==> src/rtl/mdu_pkg.sv <==
// ---------------------------------------------------------------------------
// mdu_pkg
// Shared definitions for the multiply/divide unit:
//   MDU_WIDTH   - default operand and HI/LO width
//   OP_*        - operation encodings carried on the 2-bit op bus
//   mdu_state_e - control FSM states (IDLE, RUN, DONE)
// ---------------------------------------------------------------------------
package mdu_pkg;

    localparam int MDU_WIDTH = 32;

    localparam logic [1:0] OP_MULTU = 2'b00;
    localparam logic [1:0] OP_MULT  = 2'b01;
    localparam logic [1:0] OP_DIVU  = 2'b10;
    localparam logic [1:0] OP_DIV   = 2'b11;

    typedef enum logic [1:0] {
        ST_IDLE = 2'b00,
        ST_RUN  = 2'b01,
        ST_DONE = 2'b10
    } mdu_state_e;

endpackage

==> src/rtl/mdu_if.sv <==
// ---------------------------------------------------------------------------
// mdu_if
// Request/result bundle between the core and the multiply/divide unit.
//   start, op, a, b      - operation request (op: 00 MULTU, 01 MULT,
//                          10 DIVU, 11 DIV)
//   wr_hi, wr_lo, wdata  - MTHI / MTLO writes
//   busy, done           - operation in progress / result just written
//   hi, lo               - architectural HI and LO registers
// master: the core side; slave: the unit itself.
// ---------------------------------------------------------------------------
interface mdu_if
    import mdu_pkg::*;
#(
    parameter int WIDTH = MDU_WIDTH
);

    logic             start;
    logic [1:0]       op;
    logic [WIDTH-1:0] a;
    logic [WIDTH-1:0] b;
    logic             wr_hi;
    logic             wr_lo;
    logic [WIDTH-1:0] wdata;
    logic             busy;
    logic             done;
    logic [WIDTH-1:0] hi;
    logic [WIDTH-1:0] lo;

    modport master (
        output start, op, a, b, wr_hi, wr_lo, wdata,
        input  busy, done, hi, lo
    );

    modport slave (
        input  start, op, a, b, wr_hi, wr_lo, wdata,
        output busy, done, hi, lo
    );

endinterface

==> src/rtl/mdu_shift_datapath.sv <==
// ---------------------------------------------------------------------------
// mdu_shift_datapath
// Radix-2 iteration engine shared by multiply and divide. Works purely on
// unsigned magnitudes; sign handling lives in the parent.
//   clk, reset   - clock, synchronous active-high reset
//   load         - capture init (low half of the iteration register) and
//                  operand, clear the iteration counter
//   step         - perform one iteration
//   is_div       - divide mode (present only when MDU_DIV_EN is defined)
//   init         - multiplier (multiply) or dividend (divide) magnitude
//   operand      - multiplicand (multiply) or divisor (divide) magnitude
//   last         - the current step is the final (WIDTH-th) iteration
//   result_next  - iteration register value after the current step:
//                  {hi,lo} product, or {remainder, quotient}
// Macro: MDU_DIV_EN compiles in the shift-subtract (restoring divide) path.
// ---------------------------------------------------------------------------
module mdu_shift_datapath
    import mdu_pkg::*;
#(
    parameter int WIDTH = MDU_WIDTH
) (
    input  logic               clk,
    input  logic               reset,
    input  logic               load,
    input  logic               step,
`ifdef MDU_DIV_EN
    input  logic               is_div,
`endif
    input  logic [WIDTH-1:0]   init,
    input  logic [WIDTH-1:0]   operand,
    output logic               last,
    output logic [2*WIDTH-1:0] result_next
);

    localparam int CNT_W = $clog2(WIDTH);

    logic [2*WIDTH-1:0] iter_q;
    logic [2*WIDTH-1:0] iter_next;
    logic [WIDTH-1:0]   operand_q;
    logic [CNT_W-1:0]   cnt_q;

`ifdef MDU_DIV_EN
    logic [WIDTH:0]     acc_in;
    logic [WIDTH:0]     addend;
    logic               carry_in;
    logic [WIDTH+1:0]   sum;

    // One adder serves both modes. Multiply adds the multiplicand into the
    // upper half and shifts right; divide subtracts the divisor from the
    // left-shifted partial remainder, and the carry out is the quotient bit
    // (carry set means no borrow, i.e. the subtraction fits).
    always_comb begin
        if (is_div) begin
            acc_in   = iter_q[2*WIDTH-1:WIDTH-1];
            addend   = ~{1'b0, operand_q};
            carry_in = 1'b1;
        end else begin
            acc_in   = {1'b0, iter_q[2*WIDTH-1:WIDTH]};
            addend   = iter_q[0] ? {1'b0, operand_q} : '0;
            carry_in = 1'b0;
        end
        sum = {1'b0, acc_in} + {1'b0, addend} + {{(WIDTH+1){1'b0}}, carry_in};
        if (is_div) begin
            iter_next = sum[WIDTH+1] ? {sum[WIDTH-1:0], iter_q[WIDTH-2:0], 1'b1}
                                     : {iter_q[2*WIDTH-2:0], 1'b0};
        end else begin
            iter_next = {sum[WIDTH:0], iter_q[WIDTH-1:1]};
        end
    end
`else
    logic [WIDTH:0]     sum;

    // Shift-add multiply: the carry of the add becomes the new MSB as the
    // whole register shifts right, consuming one multiplier bit per step.
    always_comb begin
        sum       = {1'b0, iter_q[2*WIDTH-1:WIDTH]}
                  + (iter_q[0] ? {1'b0, operand_q} : {(WIDTH+1){1'b0}});
        iter_next = {sum, iter_q[WIDTH-1:1]};
    end
`endif

    // Iteration register, operand register and step counter.
    always_ff @(posedge clk) begin
        if (reset) begin
            iter_q    <= '0;
            operand_q <= '0;
            cnt_q     <= '0;
        end else if (load) begin
            iter_q    <= {{WIDTH{1'b0}}, init};
            operand_q <= operand;
            cnt_q     <= '0;
        end else if (step) begin
            iter_q    <= iter_next;
            cnt_q     <= cnt_q + CNT_W'(1);
        end
    end

    assign last        = (cnt_q == CNT_W'(WIDTH - 1));
    assign result_next = iter_next;

endmodule

==> src/rtl/mult_div_unit.sv <==
// ---------------------------------------------------------------------------
// mult_div_unit
// Iterative MIPS-style multiply/divide unit with HI/LO registers.
//   clk    - clock, all state changes on the rising edge
//   reset  - synchronous active-high reset
//   bus    - mdu_if.slave: start/op/a/b request, wr_hi/wr_lo/wdata MTHI/MTLO,
//            busy/done status, hi/lo architectural registers
// A started operation occupies RUN for WIDTH cycles, writes hi/lo on the
// edge into DONE, and DONE lasts one cycle.
// Macro: MDU_DIV_EN enables DIV/DIVU. Without it a divide request goes
// straight from IDLE to DONE and leaves hi/lo untouched.
// ---------------------------------------------------------------------------
module mult_div_unit
    import mdu_pkg::*;
#(
    parameter int WIDTH = MDU_WIDTH
) (
    input  logic clk,
    input  logic reset,
    mdu_if.slave bus
);

    mdu_state_e         state_q;
    mdu_state_e         state_d;

    logic               start_op;
    logic               load;
    logic               dp_last;
    logic [2*WIDTH-1:0] dp_result;
    logic [WIDTH-1:0]   dp_init;
    logic [WIDTH-1:0]   dp_operand;

    logic               neg_a_d;
    logic               neg_b_d;
    logic               neg_a_q;
    logic               neg_b_q;
    logic [WIDTH-1:0]   mag_a;
    logic [WIDTH-1:0]   mag_b;

    logic [2*WIDTH-1:0] prod;
    logic [WIDTH-1:0]   res_hi;
    logic [WIDTH-1:0]   res_lo;
    logic [WIDTH-1:0]   hi_q;
    logic [WIDTH-1:0]   lo_q;
    logic               mt_allowed;

`ifdef MDU_DIV_EN
    logic               is_div_q;
    logic               b_zero_q;
`endif

    assign start_op = (state_q == ST_IDLE) && bus.start;

    // op[0] marks the signed variants (MULT, DIV); the datapath only ever
    // sees magnitudes.
    assign neg_a_d = bus.op[0] & bus.a[WIDTH-1];
    assign neg_b_d = bus.op[0] & bus.b[WIDTH-1];
    assign mag_a   = neg_a_d ? -bus.a : bus.a;
    assign mag_b   = neg_b_d ? -bus.b : bus.b;

`ifdef MDU_DIV_EN
    assign load       = start_op;
    assign dp_init    = bus.op[1] ? mag_a : mag_b;
    assign dp_operand = bus.op[1] ? mag_b : mag_a;
`else
    assign load       = start_op && !bus.op[1];
    assign dp_init    = mag_b;
    assign dp_operand = mag_a;
`endif

    mdu_shift_datapath #(
        .WIDTH       (WIDTH)
    ) u_datapath (
        .clk         (clk),
        .reset       (reset),
        .load        (load),
        .step        (state_q == ST_RUN),
`ifdef MDU_DIV_EN
        .is_div      (is_div_q),
`endif
        .init        (dp_init),
        .operand     (dp_operand),
        .last        (dp_last),
        .result_next (dp_result)
    );

    // Operand sign flags captured with the request, used to fix up the
    // final magnitudes.
    always_ff @(posedge clk) begin
        if (reset) begin
            neg_a_q  <= 1'b0;
            neg_b_q  <= 1'b0;
`ifdef MDU_DIV_EN
            is_div_q <= 1'b0;
            b_zero_q <= 1'b0;
`endif
        end else if (start_op) begin
            neg_a_q  <= neg_a_d;
            neg_b_q  <= neg_b_d;
`ifdef MDU_DIV_EN
            is_div_q <= bus.op[1];
            b_zero_q <= (bus.b == '0);
`endif
        end
    end

    // Sign fix-up. Product is negated when operand signs differ. Quotient
    // follows the same rule, remainder follows the dividend. A zero divisor
    // leaves the quotient at all ones; negating the remainder |a| when a
    // was negative restores hi = a.
    always_comb begin
        prod = (neg_a_q ^ neg_b_q) ? -dp_result : dp_result;
        res_hi = prod[2*WIDTH-1:WIDTH];
        res_lo = prod[WIDTH-1:0];
`ifdef MDU_DIV_EN
        if (is_div_q) begin
            res_lo = ((neg_a_q ^ neg_b_q) && !b_zero_q) ? -dp_result[WIDTH-1:0]
                                                        : dp_result[WIDTH-1:0];
            res_hi = neg_a_q ? -dp_result[2*WIDTH-1:WIDTH]
                             : dp_result[2*WIDTH-1:WIDTH];
        end
`endif
    end

    // FSM state register.
    always_ff @(posedge clk) begin
        if (reset) begin
            state_q <= ST_IDLE;
        end else begin
            state_q <= state_d;
        end
    end

    // FSM next state. start is only looked at in IDLE.
    always_comb begin
        state_d = state_q;
        case (state_q)
            ST_IDLE: begin
                if (bus.start) begin
`ifdef MDU_DIV_EN
                    state_d = ST_RUN;
`else
                    state_d = bus.op[1] ? ST_DONE : ST_RUN;
`endif
                end
            end
            ST_RUN: begin
                if (dp_last) begin
                    state_d = ST_DONE;
                end
            end
            ST_DONE: state_d = ST_IDLE;
            default: state_d = ST_IDLE;
        endcase
    end

    // MTHI/MTLO are accepted in DONE and in IDLE unless a new operation is
    // being started in the same cycle.
    assign mt_allowed = (state_q == ST_DONE) || ((state_q == ST_IDLE) && !bus.start);

    // HI/LO registers: result on the final iteration edge, otherwise writes.
    always_ff @(posedge clk) begin
        if (reset) begin
            hi_q <= '0;
            lo_q <= '0;
        end else if ((state_q == ST_RUN) && dp_last) begin
            hi_q <= res_hi;
            lo_q <= res_lo;
        end else if (mt_allowed) begin
            if (bus.wr_hi) begin
                hi_q <= bus.wdata;
            end
            if (bus.wr_lo) begin
                lo_q <= bus.wdata;
            end
        end
    end

    assign bus.busy = (state_q == ST_RUN);
    assign bus.done = (state_q == ST_DONE);
    assign bus.hi   = hi_q;
    assign bus.lo   = lo_q;

endmodule

==> src/flat_wrapper.sv <==
// flat-port wrapper written by rule: the top's interface ports become plain ports
module mult_div_unit_flat import mdu_pkg::*;
#(
    parameter int WIDTH = MDU_WIDTH
)
  (clk, reset, bus_start, bus_op, bus_a, bus_b, bus_wr_hi, bus_wr_lo, bus_wdata, bus_busy, bus_done, bus_hi, bus_lo);
  mdu_if #(.WIDTH(WIDTH)) bus_i ();
  input  logic clk;
  input  logic reset;
  input wire logic [$bits(bus_i.start)-1:0] bus_start;
  input wire logic [$bits(bus_i.op)-1:0] bus_op;
  input wire logic [$bits(bus_i.a)-1:0] bus_a;
  input wire logic [$bits(bus_i.b)-1:0] bus_b;
  input wire logic [$bits(bus_i.wr_hi)-1:0] bus_wr_hi;
  input wire logic [$bits(bus_i.wr_lo)-1:0] bus_wr_lo;
  input wire logic [$bits(bus_i.wdata)-1:0] bus_wdata;
  output wire logic [$bits(bus_i.busy)-1:0] bus_busy;
  output wire logic [$bits(bus_i.done)-1:0] bus_done;
  output wire logic [$bits(bus_i.hi)-1:0] bus_hi;
  output wire logic [$bits(bus_i.lo)-1:0] bus_lo;
  assign bus_i.start = bus_start;
  assign bus_i.op = bus_op;
  assign bus_i.a = bus_a;
  assign bus_i.b = bus_b;
  assign bus_i.wr_hi = bus_wr_hi;
  assign bus_i.wr_lo = bus_wr_lo;
  assign bus_i.wdata = bus_wdata;
  assign bus_busy = bus_i.busy;
  assign bus_done = bus_i.done;
  assign bus_hi = bus_i.hi;
  assign bus_lo = bus_i.lo;
  mult_div_unit #(.WIDTH(WIDTH)) u_core (.clk(clk), .reset(reset), .bus(bus_i));
endmodule
==> config.mk <==
export PLATFORM = sky130hd
export DESIGN_NAME = mult_div_unit_flat
export DESIGN_NICKNAME = d
export VERILOG_FILES = /design/src/rtl/mdu_pkg.sv /design/src/rtl/mdu_if.sv /design/src/rtl/mdu_shift_datapath.sv /design/src/rtl/mult_div_unit.sv /design/src/flat_wrapper.sv
export SDC_FILE = /design/constraint.sdc
export NUM_CORES = 1
export LEC_CHECK = 0
export CAP_MARGIN = 20
export CORE_MARGIN = 4
export CORE_UTILIZATION = 56
export CTS_CLUSTER_SIZE = 25
export DETAILED_ROUTE_END_ITERATION = 8
export PLACE_DENSITY_LB_ADDON = 0.12
export RECOVER_POWER = 50
export SLEW_MARGIN = 30
export SYNTH_ARGS = -nofsm -noshare
export SYNTH_HDL_FRONTEND = slang
export SYNTH_SLANG_ARGS = --single-unit
==> constraint.sdc <==
create_clock -name clk -period 5.49 [get_ports clk]
set_input_delay 0.8235 -clock clk [delete_from_list [all_inputs] [get_ports clk]]
set_output_delay 0.8235 -clock clk [all_outputs]
set_load 0.03 [all_outputs]
### Yosys cells after proc, flatten, opt, wreduce, memory -nomap -nowiden

Cells that the tools add are included.

| operators by class | value |
|---|---|
| add/subtract/negate cells | 5 |
| equal/unequal tests | 5 |
| multiplexer cells | 16 |
| bitwise operators | 3 |
| reduce and logical (&&, ||, !) cells | 16 |

Operators with widths:

| kind | number |
|---|---|
| 2-to-1 mux 32 bit | 11 |
| 2-to-1 mux 64 bit | 1 |
| negator 32 bit | 2 |
| negator 64 bit | 1 |
| adder 32 x 32 -> 33 bit | 1 |
| nonzero test 2 bit | 4 |
| 2-to-1 mux 2 bit | 3 |
| AND reduction 2 bit | 3 |
| adder 5 x 1 -> 5 bit (second input constant) | 1 |
| equality test 5 bit (second input constant) | 1 |
| logical AND 1 bit | 4 |
| one-hot mux 2 bit (2 select lines) | 1 |
| bitwise AND 1 bit | 2 |
| equality test 2 x 1 -> 1 bit (second input constant) | 1 |
| equality test 2 bit (second input constant) | 1 |
| zero test 1 bit | 2 |
| zero test 2 bit | 1 |
| != test 2 x 1 -> 1 bit (second input constant) | 1 |
| != test 2 bit (second input constant) | 1 |
| OR reduction 2 bit | 1 |
| logical OR 1 bit | 1 |
| bitwise XOR 1 bit | 1 |

| storage, ports and cells | value |
|---|---|
| flip-flop bits (word level) | 169 |
| input port bits | 103 |
| output and inout bits | 66 |
| logic and storage cells | 54 |

### Logic depth before layout (Yosys ltp)

| logic depth | value |
|---|---|
| depth in word-level cells | 5 |
| mapped depth | 16 |
| depth with buffers taken out | 14 |

### By module

A second synthesis with hierarchy kept.

| second synthesis, totals | value |
|---|---|
| cells, all modules | 1530 |
| area total of the unflattened synthesis | 12119.1 um^2 |

By module, submodules not included:

| module | times used | cells each | area each (um^2) |
|---|---|---|---|
| mdu_shift_datapath | 1 | 783 | 6333.6 |
| mult_div_unit | 1 | 747 | 5785.5 |

### Least setup slack after synthesis

OpenSTA, ideal clock, no wires.

| timing | value |
|---|---|
| path type | register to register |
| start | register u_core.u_datapath.iter_q[0] |
| end | register u_core.hi_q[30], in the netlist u_core.bus.hi[30] |
| library setup time | 0.092 ns |
| arrival | 4.136 ns |
| path slack | 1.262 ns |
| cell stages (with the launch flop) | 17 |
| path buffers | 2 |
| path through | dfxtp_1 clkbuf_1 and2_1 ha_1 inv_1 fa_1 nand2b_1 a21o_1 a2111oi_1 o211ai_1 and3_1 clkbuf_1 or3_1 nor4_2 nand3_1 o211a_1 nor4_1 |

| between the ends | value |
|---|---|
| cells in the longest elaborated chain, start to end | 5 |

Ends and longest elaborated chain:

| what | RTL line | source |
|---|---|---|
| start, declared | mdu_shift_datapath.sv:37 | `logic [2*WIDTH-1:0] iter_q;` |
| start signal, assigned | mdu_shift_datapath.sv:89 | `iter_q <= {{WIDTH{1'b0}}, init};` |
| start signal, assigned | mdu_shift_datapath.sv:93 | `iter_q <= iter_next;` |
| 2-to-1 mux 32 bit (*) | mdu_shift_datapath.sv:77 | `+ (iter_q[0] ? {1'b0, operand_q} : {(WIDTH+1){1'b0}});` |
| adder 32 x 32 -> 33 bit (*) | mdu_shift_datapath.sv:77 |  |
| negator 64 bit | mult_div_unit.sv:112 | `prod = (neg_a_q ^ neg_b_q) ? -dp_result : dp_result;` |
| 2-to-1 mux 64 bit (*) | mult_div_unit.sv:112 |  |
| 2-to-1 mux 32 bit (*) | mult_div_unit.sv:166 | `end else if ((state_q == ST_RUN) && dp_last) begin` |
| end signal, assigned | mult_div_unit.sv:167 | `hi_q <= res_hi;` |
| end signal, assigned | mult_div_unit.sv:171 | `hi_q <= bus.wdata;` |
| end, declared | mult_div_unit.sv:43 | `logic [WIDTH-1:0] hi_q;` |

Mark *: on every way between the ends. The rest lies on a longest branch, timed or not.
A chain may end at the register's enable or synchronous reset.

### Final worst setup path

Ends and elaborated chain as after synthesis.

==> metrics.md <==
| Metric | Value |
|---|---|
| H-Tree Depth | 4 |
| Maxcap violations | 4 |
| Busiest grt layer | met2 |
| R2R setup slack | 0.72 ns |
| Met3 Track Usage GR | 0.0540 |
| Die width | about 150 µm |
| Pin count of the biggest net entering global routing | between 100 and 150 |
| First-pass GRT wire length | 56.0 mm |
| GRT Total Usage | 0.292 |
| Number of global-route vias before repair | 10600 |
| Fill count | about 1700 |
| Gpl congestion | 0.987 |
| Hold_sp | u_core.u_datapath.operand_q[26]$_SDFFE_PP0P_ |
| Syn Inst Count | 1525 |
| Post-CTS Hold Buffers | 0 |
| Finished Core Util | 0.690 |
| Worst min path class | register to register |
| Leakage | approximately 5.5 nW |
| CP Capture Type | register |
| Max FO, Critical Path | 21 |
| Row cnt | between 50 and 60 |
| Clock transition at path regs | about 0.06 ns |
| DR vias | between 10000 and 15000 |
| NumNets Final | around 1800 |
| DR DRC count | 0 |
| Synth Net Count | about 1700 |
| Flop pwr share | 0.412 |
| Tot Pwr | 3.30 mW |
| P_int | approximately 2.3 mW |
| Clock share of power | 0.376 |
| Hold Path Sink | u_core.u_datapath.operand_q[26]$_SDFFE_PP0P_ |
| Met1 Use GR | 0.404 |
| Total gr overflow | 0 |
| Logic gate share of total power | 0.212 |
| Clock tree buffer depth | 2 |
| Switch Pwr | 995 µW |
| Crit path kind | register to register |
| Relative slew slack | -0.934 |
| Arrival @ worst endpoint | ~5.1 ns |
| Post-Place Worst Slack | between 0.7 and 0.8 ns |
| Chip height | about 150 µm |
| Share of layout cells above drive strength 1 | 0.0422 |
| Post-cts resize count | 0 |
| Final period util | 0.869 |
| Worst-margin pin slew | roughly 2.9 ns |
| Die area | 23100 µm² |
| Setup ws final | roughly 0.72 ns |
| Pins Over Slew Limit | ~200 |
| Sequential-to-total area share from yosys stat | 0.291 |
| RSZ-0062 raised after global routing | false |
| Post-Route Skew | 0.0108 ns |
| Fmax achieved | around 0.21 GHz |
| Cell variety after synth | 68 |
| Worst-path cell chain | and2_1, ha_1, inv_1, fa_1, nand2b_1, a21oi_1, o21ai_0, a211oi_1, o21ai_0, a221oi_1, buf_4, nor3b_1, nand3_1, o211a_1, nor4_1 |
| # IOs | approximately 170 |
| DR iter-0 viols | approximately 860 |
| Setup bufs post-CTS | 0 |
| Ant diodes | 0 |
| Worst R2R Path Depth | 15 |
| Most used flip-flop cell after synthesis | dfxtp_1 |
| Status | complete, but fails checks |
| Core Area | slightly above 20000 µm² |
| Vias per inst | about 6 |
| Syn Area/Cell | around 7.6 µm² |
| Drt first pass iters | 5 |
| Count of final hold-check violations | 0 |
| Commonest non-fill, non-tap cell in the layout | nand2_1 |
| Clk Latency, worst-skew pair | roughly 0.43 ns |
| Final setup viols | 0 |
| Synth-to-layout area growth | 20.5% |
| Hold path cells | 2 |
| CTS Buf Count | 17 |
| Worst path most repeated cell | o21ai_0 |
| Final WL | around 35 mm |
| Synthesized flop and latch total | ~170 |
| Slowest cell delay on critical path | roughly 0.60 ns |
| Syn Std Cell Area | approximately 12000 µm² |
| Reg2reg start | u_core.u_datapath.iter_q[0]$_SDFFE_PP0P_ |
| PD cells | 235 nW/µm² |
| Initial antenna violation count | 0 |
| GR Util met2 | 0.458 |
| Critical path startpoint category | register |
| IO Port Bufs | roughly 170 |
| CTS tree | done |
| Switching Share | 0.302 |
| Clock tree sinks | roughly 170 |
| Tmin final | around 4.8 ns |
| Critical path's slowest cell | dfxtp_1 |
| Initial Utilization | 0.573 |
| Reg2reg end | u_core.bus.hi[30]$_SDFFE_PP0P_ |
| Yosys warnings | 0 |
| DR WL/cell | about 19 µm |
| EDFF count, synth | 0 |
| CTS Root Cell | clkbuf_16 |
| Violated checks | max-capacitance violations, max-slew violations |
| Commonest non-fill, non-tap cells in the layout | 189 x nand2_1, 184 x nor2_1, 169 x dfxtp_1, 125 x a21oi_1 |
| Asr flop ratio synth | 0 |
| DRT antenna net count | 0 |
| Required time of the critical path | around 6 ns |
| Final HPWL from detailed placement | between 20 and 30 mm |
| Setup_tns | 0 ns |
| Maximum vdd ir drop | 0.186 mV |
==> metal layers <==
layer | share of wire | wire (µm) | vias up
li1 | - | - | 5710
met1 | 0.46 | 16300 | 5315
met2 | 0.44 | 15800 | 425
met3 | 0.065 | 2310 | 69
met4 | 0.032 | 1120 | 0
met5 | 0 | 0 | -
==> power groups by stage <==
stage               logic, mW  clock network [mW]  registers, mW
floorplan               0.393                   0           1.42
global placement        0.685                   0           1.38
detailed placement      0.694                   0           1.39
CTS                     0.699                1.25           1.36
global route            0.757                1.30           1.37
finish                  0.698                1.24           1.36
==> area by class of cell <==
class                      instances  area, µm²  area share
clock buffer                      20        467      0.0333
multi-input combinational       1228       7810       0.558
tap                              270        338      0.0241
timing repair buffer             183       1780       0.127
inverter                          24       90.1     0.00643
clock inverter                    11        136     0.00973
sequential                       169       3380       0.241
==> synth_stat cells (4+ instances only) <==
cell      number  share of area
a31oi_1        9         0.0048
clkbuf_1      93          0.030
a21boi_0       4         0.0026
o211a_1        5         0.0043
dfxtp_1      169           0.29
nor4_1        22          0.012
buf_1          7         0.0023
nor2_1       184          0.059
nand3b_1       5         0.0032
o31ai_1       17          0.011
nand2_1      191          0.062
nand2b_1      11         0.0059
a21oi_1      125          0.054
a311oi_1      34          0.026
and2_1        44          0.024
nor3_1        28          0.012
nor2b_1       12         0.0065
xor2_1        81          0.061
ha_1          37          0.040
and3_1        10         0.0054
a211oi_1     100          0.065
nand4_1       14         0.0075
mux2i_1       59          0.051
o21a_1         8         0.0052
xnor2_1       53          0.040
o41ai_1        8         0.0060
nand3_1       12         0.0052
o211ai_1       7         0.0045
or4_1          8         0.0052
nor3b_1        5         0.0032
inv_1         24         0.0077
or4_4          4         0.0039
a21o_1         7         0.0045
or3_1         16         0.0086
o21ai_0       58          0.025
==> how the worst max path moves through the flow <==
stage | startpoint | end | slack, ns | depth (start not counted)
after floorplan | u_core.u_datapath.iter_q[0]$_SDFFE_PP0P_ | u_core.bus.hi[30]$_SDFFE_PP0P_ | 1.26 | 16
after global placement | bus_a[8] | u_core.u_datapath.operand_q[29]$_SDFFE_PP0P_ | 0.87 | 10
after detailed placement | bus_a[8] | u_core.u_datapath.operand_q[27]$_SDFFE_PP0P_ | 0.79 | 10
after CTS | u_core.u_datapath.iter_q[0]$_SDFFE_PP0P_ | u_core.bus.hi[30]$_SDFFE_PP0P_ | 0.78 | 15
after global routing | u_core.u_datapath.iter_q[0]$_SDFFE_PP0P_ | u_core.bus.hi[30]$_SDFFE_PP0P_ | 0.30 | 14
final | u_core.u_datapath.iter_q[0]$_SDFFE_PP0P_ | u_core.bus.hi[30]$_SDFFE_PP0P_ | 0.72 | 15
==> kinds of logic after synthesis <==
kind of cell	synth area share
AO/OA/AOI/OAI	0.236
XOR/XNOR	0.101
adder cells (fa/ha/maj)	0.0415
buffers and inverters	0.0420
flip-flops	0.291
multiplexers	0.0517
AND/OR/NAND/NOR	0.237
==> worst max-delay path, delay by kind of cell, from the launching register on <==
| family | cells | cell delay [ns] |
|---|---|---|
| AO/OA/AOI/OAI | 6 | 1.87 |
| adder cells (fa/ha/maj) | 2 | 0.56 |
| buffers and inverters | 2 | 0.26 |
| flip-flops | 1 | 0.60 |
| AND/OR/NAND/NOR | 5 | 1.41 |
==> registers in the layout (all words and copies together) (netlist names) <==
signal / count
u_core.u_datapath.iter_q: 64
u_core.neg_b_q: 1
u_core.u_datapath.cnt_q: 5
u_core.u_datapath.operand_q: 32
u_core.state_q: 2
u_core.neg_a_q: 1
u_core.bus.lo: 32
u_core.bus.hi: 32
==> metrics by stage <==
stage               hold WS, ns  area (µm²)  instances
global placement          0.433       13400       1874
finish                    0.453       14000       1905
global route              0.460       14000       1905
detailed placement        0.444       13400       1874
CTS                       0.455       14000       1905
floorplan                 0.424       11600       1525
Note: power is estimated with default switching activity, not from simulation.
